$ cat src/rtl/fpu_pkg.sv
// Shared opcodes, sequencer state encoding and divide defaults for the Fpu issue path.
package fpu_pkg;

    localparam int unsigned DIV_TIMEOUT_DEFAULT = 128;

    localparam logic [2:0] OP_MAD_PP = 3'b000;
    localparam logic [2:0] OP_MAD_PN = 3'b001;
    localparam logic [2:0] OP_MAD_NP = 3'b010;
    localparam logic [2:0] OP_MAD_NN = 3'b011;
    localparam logic [2:0] OP_DIV    = 3'b100;

    localparam logic [63:0] DIV_ZERO_POS = 64'h7FFF_FFFF_FFFF_FFFF;
    localparam logic [63:0] DIV_ZERO_NEG = 64'h8000_0000_0000_0000;

    typedef enum logic [2:0] {
        StIdle,
        StMad,
        StDivLaunch,
        StDivWait,
        StResp
    } state_e;

    // Saturate toward the sign of the dividend.
    function automatic logic [63:0] div_zero_result(input logic [63:0] a);
        return a[63] ? DIV_ZERO_NEG : DIV_ZERO_POS;
    endfunction

endpackage

$ cat src/rtl/fpu_sequencer.sv
// Issue/writeback sequencer for an external Fpu: one request in flight, MAD is single-cycle,
// divide waits on fpu_busy with a bounded timeout.
module fpu_sequencer
    import fpu_pkg::*;
#(
    parameter int unsigned DIV_TIMEOUT = DIV_TIMEOUT_DEFAULT
) (
    input  logic        clk,
    input  logic        reset,
    input  logic        req_valid,
    output logic        req_ready,
    input  logic [2:0]  req_op,
    input  logic [63:0] req_a,
    input  logic [63:0] req_b,
    input  logic [63:0] req_c,
    input  logic [4:0]  req_tag,
    output logic        resp_valid,
    input  logic        resp_ready,
    output logic [63:0] resp_data,
    output logic [4:0]  resp_tag,
    output logic        resp_err,
    output logic [2:0]  fpu_op,
    output logic [63:0] fpu_a,
    output logic [63:0] fpu_b,
    output logic [63:0] fpu_c,
    input  logic        fpu_busy,
    input  logic [63:0] fpu_res
);

    localparam int unsigned CntW = $clog2(DIV_TIMEOUT + 1);

    state_e        state_q, state_d;
    logic [2:0]    op_q, op_d;
    logic [63:0]   a_q, a_d, b_q, b_d, c_q, c_d;
    logic [4:0]    tag_q, tag_d;
    logic [63:0]   data_q, data_d;
    logic          err_q, err_d;
    logic [CntW-1:0] busy_cnt_q, busy_cnt_d;
    logic          idle_seen_q, idle_seen_d;
    logic          accept;

    assign req_ready  = (state_q == StIdle) && !fpu_busy;
    assign accept     = req_valid && req_ready;
    assign resp_valid = (state_q == StResp);
    assign resp_data  = data_q;
    assign resp_tag   = tag_q;
    assign resp_err   = err_q;
    assign fpu_a      = a_q;
    assign fpu_b      = b_q;
    assign fpu_c      = c_q;

    always_comb begin
        state_d     = state_q;
        op_d        = op_q;
        a_d         = a_q;
        b_d         = b_q;
        c_d         = c_q;
        tag_d       = tag_q;
        data_d      = data_q;
        err_d       = err_q;
        busy_cnt_d  = busy_cnt_q;
        idle_seen_d = idle_seen_q;
        fpu_op      = OP_MAD_PP;

        unique case (state_q)
            StIdle: begin
                if (accept) begin
                    op_d        = req_op;
                    a_d         = req_a;
                    b_d         = req_b;
                    c_d         = req_c;
                    tag_d       = req_tag;
                    data_d      = '0;
                    err_d       = 1'b0;
                    busy_cnt_d  = '0;
                    idle_seen_d = 1'b0;
                    if (req_op <= OP_MAD_NN) begin
                        state_d = StMad;
                    end else if (req_op == OP_DIV && req_b != '0) begin
                        state_d = StDivLaunch;
                    end else begin
                        state_d = StResp;
                        err_d   = 1'b1;
                        data_d  = (req_op == OP_DIV) ? div_zero_result(req_a) : '0;
                    end
                end
            end
            StMad: begin
                fpu_op  = op_q;
                data_d  = fpu_res;
                state_d = StResp;
            end
            StDivLaunch: begin
                fpu_op  = OP_DIV;
                state_d = StDivWait;
            end
            StDivWait: begin
                fpu_op = OP_DIV;
                if (fpu_busy) begin
                    if (busy_cnt_q == CntW'(DIV_TIMEOUT - 1)) begin
                        err_d   = 1'b1;
                        data_d  = '0;
                        state_d = StResp;
                    end else begin
                        busy_cnt_d = busy_cnt_q + CntW'(1);
                    end
                end else if (busy_cnt_q != '0) begin
                    // Busy has fallen after being seen high: the quotient is valid now.
                    data_d  = fpu_res;
                    err_d   = 1'b0;
                    state_d = StResp;
                end else if (idle_seen_q) begin
                    err_d   = 1'b1;
                    data_d  = '0;
                    state_d = StResp;
                end else begin
                    idle_seen_d = 1'b1;
                end
            end
            StResp: begin
                if (resp_ready) begin
                    state_d = StIdle;
                end
            end
            default: state_d = StIdle;
        endcase
    end

    always_ff @(posedge clk) begin
        if (reset) begin
            state_q     <= StIdle;
            op_q        <= '0;
            a_q         <= '0;
            b_q         <= '0;
            c_q         <= '0;
            tag_q       <= '0;
            data_q      <= '0;
            err_q       <= 1'b0;
            busy_cnt_q  <= '0;
            idle_seen_q <= 1'b0;
        end else begin
            state_q     <= state_d;
            op_q        <= op_d;
            a_q         <= a_d;
            b_q         <= b_d;
            c_q         <= c_d;
            tag_q       <= tag_d;
            data_q      <= data_d;
            err_q       <= err_d;
            busy_cnt_q  <= busy_cnt_d;
            idle_seen_q <= idle_seen_d;
        end
    end

endmodule

$ cat config.mk
export PLATFORM = sky130hd
export DESIGN_NAME = fpu_sequencer
export DESIGN_NICKNAME = d
export VERILOG_FILES = /design/src/rtl/fpu_pkg.sv /design/src/rtl/fpu_sequencer.sv
export SDC_FILE = /design/constraint.sdc
export NUM_CORES = 1
export LEC_CHECK = 0
export ABC_AREA = 0
export ABC_CLOCK_PERIOD_IN_PS = 2300
export CAP_MARGIN = 25
export CELL_PAD_IN_SITES_DETAIL_PLACEMENT = 0
export CELL_PAD_IN_SITES_GLOBAL_PLACEMENT = 1
export CORE_AREA = 2 2 210 212
export CTS_CLUSTER_DIAMETER = 200
export CTS_CLUSTER_SIZE = 12
export DETAILED_ROUTE_END_ITERATION = 10
export DIE_AREA = 0 0 212 214
export GPL_TIMING_DRIVEN = 0
export HOLD_SLACK_MARGIN = 0.15
export PLACE_DENSITY = 0.81
export SYNTH_ARGS = -nofsm -noshare
export SYNTH_HDL_FRONTEND = slang
export SYNTH_SLANG_ARGS = --single-unit
$ cat constraint.sdc
create_clock -name clk -period 2.3 [get_ports clk]
set_input_delay 0.23 -clock clk [delete_from_list [all_inputs] [get_ports clk]]
set_output_delay 0.23 -clock clk [all_outputs]
set_load 0.02 [all_outputs]
==> run_results.csv <==
group,metric,value,unit
run_status,status,"finished clean",
pwr,seqPwrFrac,41.7,%
die,dieArea,45370,µm²
grt,met1_usage,21.38,%
clock_network,cts_tree,"built",
job,max_cap_violations,0,
die,ios,536,
route,drc,0,
die,initial_utilization,23.89,%
die,row_count,76,
setup_path,required,2.73,ns
setup_path,crit_type,"reg2reg",
sta,setup_viol,0,
layout,final_util,40.16,%
sta,slew_violations,0,
grt,antenna_found_initial,1,
clock_network,cts.sinks,277,
setup_path,path_cells,"inv_2 > ha_1 > or4b_4 > o21bai_2 > a21boi_1 > buf_4 > buf_2 > nand2_1 > a31oi_2",
grt,grt_pass1_vias,10872,
yosys,synth_fp_nets,1553,
layout,seq_area,5550,µm²
grt,track_usage,18.30,%
setup_path,slowest_stage,"or4b_4",
setup_path,crit_family,"simple AND/OR/NAND/NOR gates",
pwr,pwr-share-clk,29.1,%
yosys,ys_seq_elements,277,
grt,use_met3,4.926,%
route,num_vias,11013,
place,place.port_buffers,534,
die,fp.dieH,214,µm
route,route.detailed.wl_per_inst,17.93,µm
yosys,syn_inst,1282,
sta,rsz0062_at_grt,"true",
setup_path,endpoint_kind,"register",
grt,grt_pass1_wl,64.59,mm
pwr,cellPowerDensity,784.8,nW/µm²
route,drt-total-wl,43.67,mm
yosys,netlist_area,10240,µm²
layout,nets,2121,
clock_network,cts_root_buf,"clkbuf_16",
pwr,power.leakage,6.006,nW
grt,met2_usage,31.97,%
sta,fin_crit,2.211,ns
place,hpwl,34.27,mm
pwr,internal_power,9.220,mW
sta,hold_viol_final,0,
worst_hold_path,hp-class,"in2reg",
sta,fin_tns_setup,0,ns
setup_path,arrival,2.64,ns
grt,gr-max-usage-layer,"met2",
setup_path,cpPeakStageDelay,0.50,ns
pwr,p_sw_share,31.80,%
yosys,synth_area_leaders,"dfxtp_1 (54%), nand2_1 (17%), a21oi_1 (10%)",
yosys,yosys.area.top_type_share,54.13,%
yosys,yosysSeqAreaShare,54.13,%
yosys,yosysTopAreaCell,"dfxtp_1",
die,die_width,212,µm
clock_network,htreeDepth,1,
yosys,yosysUniqueCellTypes,44,
clock_network,clk_pin_slew,0.07,ns
yosys,syn_area_per_cell,7.991,µm²
setup_path,cp_num_buf_inv,3,
route,drt_iter0_drc,433,
grt,grt_max_degree,14,
yosys,synth_warnings,0,
pwr,p_sw,4.298,mW
sta,hold_ws,0.2230,ns
place,place.gp.congestion,0.9058,
sta,fmax,0.4522,GHz
setup_path,path_max_fanout,10,
grt,gr-total-overflow,0,
layout,layout-drive-gt1-share,7.131,%
pwr,pwr-share-comb,29.2,%
route,viasPerCell,4.521,
sta,maxSlewHeadroom,25.67,%
sta,fin_crit_sh,96.14,%
layout,antenna_cells,0,
layout,multi_input_area,4289,µm²
sta,clock_skew,0.01626,ns
setup_path,worst_setup_path_start_kind,"register",
layout,fillers,4372,
clock_network,cts_max_path_buffers,3,
sta,worstMarginPinSlew,1.101,ns
clock_network,numCtsBuffers,27,
clock_network,clock_latency,0.55,ns
route,dr.pass1.iters,5,
pwr,ir_worst_vdd,0.4563,mV
die,core_area,42890,µm²
route,postRouteAntennaNets,0,
layout,syn2layout_area_growth,68.12,%
[worst register-to-register path, stage by stage, from the launching register on]
cell      delay (ns)
dfxtp_2         0.34
inv_2           0.06
ha_1            0.13
or4b_4          0.50
o21bai_2        0.22
a21boi_1        0.15
buf_4           0.22
buf_2           0.20
nand2_1         0.16
a31oi_2         0.11
[cells in the mapped netlist, drive strengths merged]
cell type,n
and2,2
a311oi,1
o311a,1
or2,1
ha,2
a211oi,2
and3,2
a32oi,1
a211o,1
nor4,19
nand3b,1
nand2,472
or4b,1
o21a,2
nor2,6
and3b,1
or4bb,1
o21bai,1
nand4,6
nand3,8
a21boi,1
a21oi,208
nor3,9
nor2b,3
o311ai,1
o2111ai,1
xor2,2
o41ai,1
clkbuf,56
inv,4
or3,2
buf,52
a2111oi,1
dfxtp,277
mux2i,1
a31oi,63
xnor2,4
o21ai,64
nor3b,1
[path summary, 6_finish.rpt]
check	from	endpoint	slack, ns	cells past startpoint
worst max-delay path	busy_cnt_q[0]$_SDFFE_PP0P_	resp_data[6]$_SDFFE_PP0P_	0.09	9
worst min-delay path	req_a[58]	fpu_a[58]$_SDFFE_PP0P_	0.22	3
worst max register to register	busy_cnt_q[0]$_SDFFE_PP0P_	resp_data[6]$_SDFFE_PP0P_	0.09	9
worst min register to register	op_q[0]$_SDFFE_PP0P_	op_q[0]$_SDFFE_PP0P_	0.45	2
[power groups by stage]
stage	sequential [mW]	combinational, mW	clock, mW
after floorplan	6.29	1.25	0
after global placement	5.71	3.89	0
after detailed placement	5.72	3.90	0
after CTS	5.63	3.94	4.08
after global routing	5.70	4.23	4.25
final	5.64	3.95	3.93
[per-layer routing]
layer / routed length [µm] / share of wire (%) / up-vias
met3: 3593 / 8.2 / 70
met1: 17550 / 40 / 5052
met2: 21070 / 48 / 472
li1: - / - / 5417
met4: 1439 / 3.3 / 2
met5: 17 / 0.039 / -
[layout make-up]
cell class	instances	area share (%)
Inverter	4	0.08717
Multi-Input combinational cell	893	24.90
Sequential cell	277	32.22
Clock buffer	28	3.945
Clock inverter	2	0.1162
Tap cell	585	4.250
Buffer	107	3.204
Timing Repair Buffer	540	31.27
[per-stage QoR]
step                cells  power, mW  cell area, µm²  setup slack [ns]
global route         2436      14.18           17220          -0.01562
floorplan            1282      7.542           10240            0.2048
CTS                  2435      13.65           17120           0.02953
global placement     2401      9.598           16320           -0.9860
finish               2436      13.52           17220           0.08871
detailed placement   2401      9.627           16320            -1.061
[timing repair]
action / 4_1_cts / 5_1_grt
gates resized for setup: 33 / 39
endpoints found under the setup margin: 240 / 119
endpoints found under the hold margin: 1 / 0
gates cloned: 0 / 0
pin swaps: 3 / 0
setup buffers: 3 / 3
hold buffers: 1 / 0
[layout by cell type, fill, tap and decap left out, types with 4 or more instances in the layout]
| master | count |
|---|---|
| a31oi_1 | 62 |
| buf_4 | 8 |
| clkbuf_4 | 7 |
| nand3_1 | 8 |
| nor4_1 | 9 |
| nor4_2 | 6 |
| nand2_1 | 472 |
| buf_2 | 37 |
| dfxtp_1 | 273 |
| nand4_1 | 6 |
| a21oi_1 | 208 |
| nor3_1 | 9 |
| nor2_1 | 5 |
| clkdlybuf4s50_1 | 529 |
| o21ai_2 | 9 |
| dfxtp_2 | 4 |
| clkbuf_16 | 27 |
| xnor2_1 | 4 |
| nor4_4 | 4 |
| dlygate4sd2_1 | 5 |
| clkbuf_1 | 40 |
| o21ai_0 | 5 |
| buf_6 | 7 |
| o21ai_1 | 50 |
| clkbuf_2 | 11 |
[cell families (layout without fill, tap and decap cells)]
logic type,after synthesis,count (layout),share of synthesized area (%)
buffers and inverters,112,681,5.081
AND/OR/NAND/NOR,535,535,21.31
multiplexers,1,1,0.09771
adder cells (fa/ha/maj),2,2,0.2442
AO/OA/AOI/OAI,349,349,18.62
flip-flops,277,277,54.13
XOR/XNOR,6,6,0.5129
[sequential cells by signal, summed over array words and instances (netlist names)]
name,count
fpu_b,64
resp_data,64
fpu_a,64
op_q,3
resp_tag,5
resp_err,1
state_q,3
busy_cnt_q,8
fpu_c,64
idle_seen_q,1
Note: power is estimated with default switching activity, not from simulation.
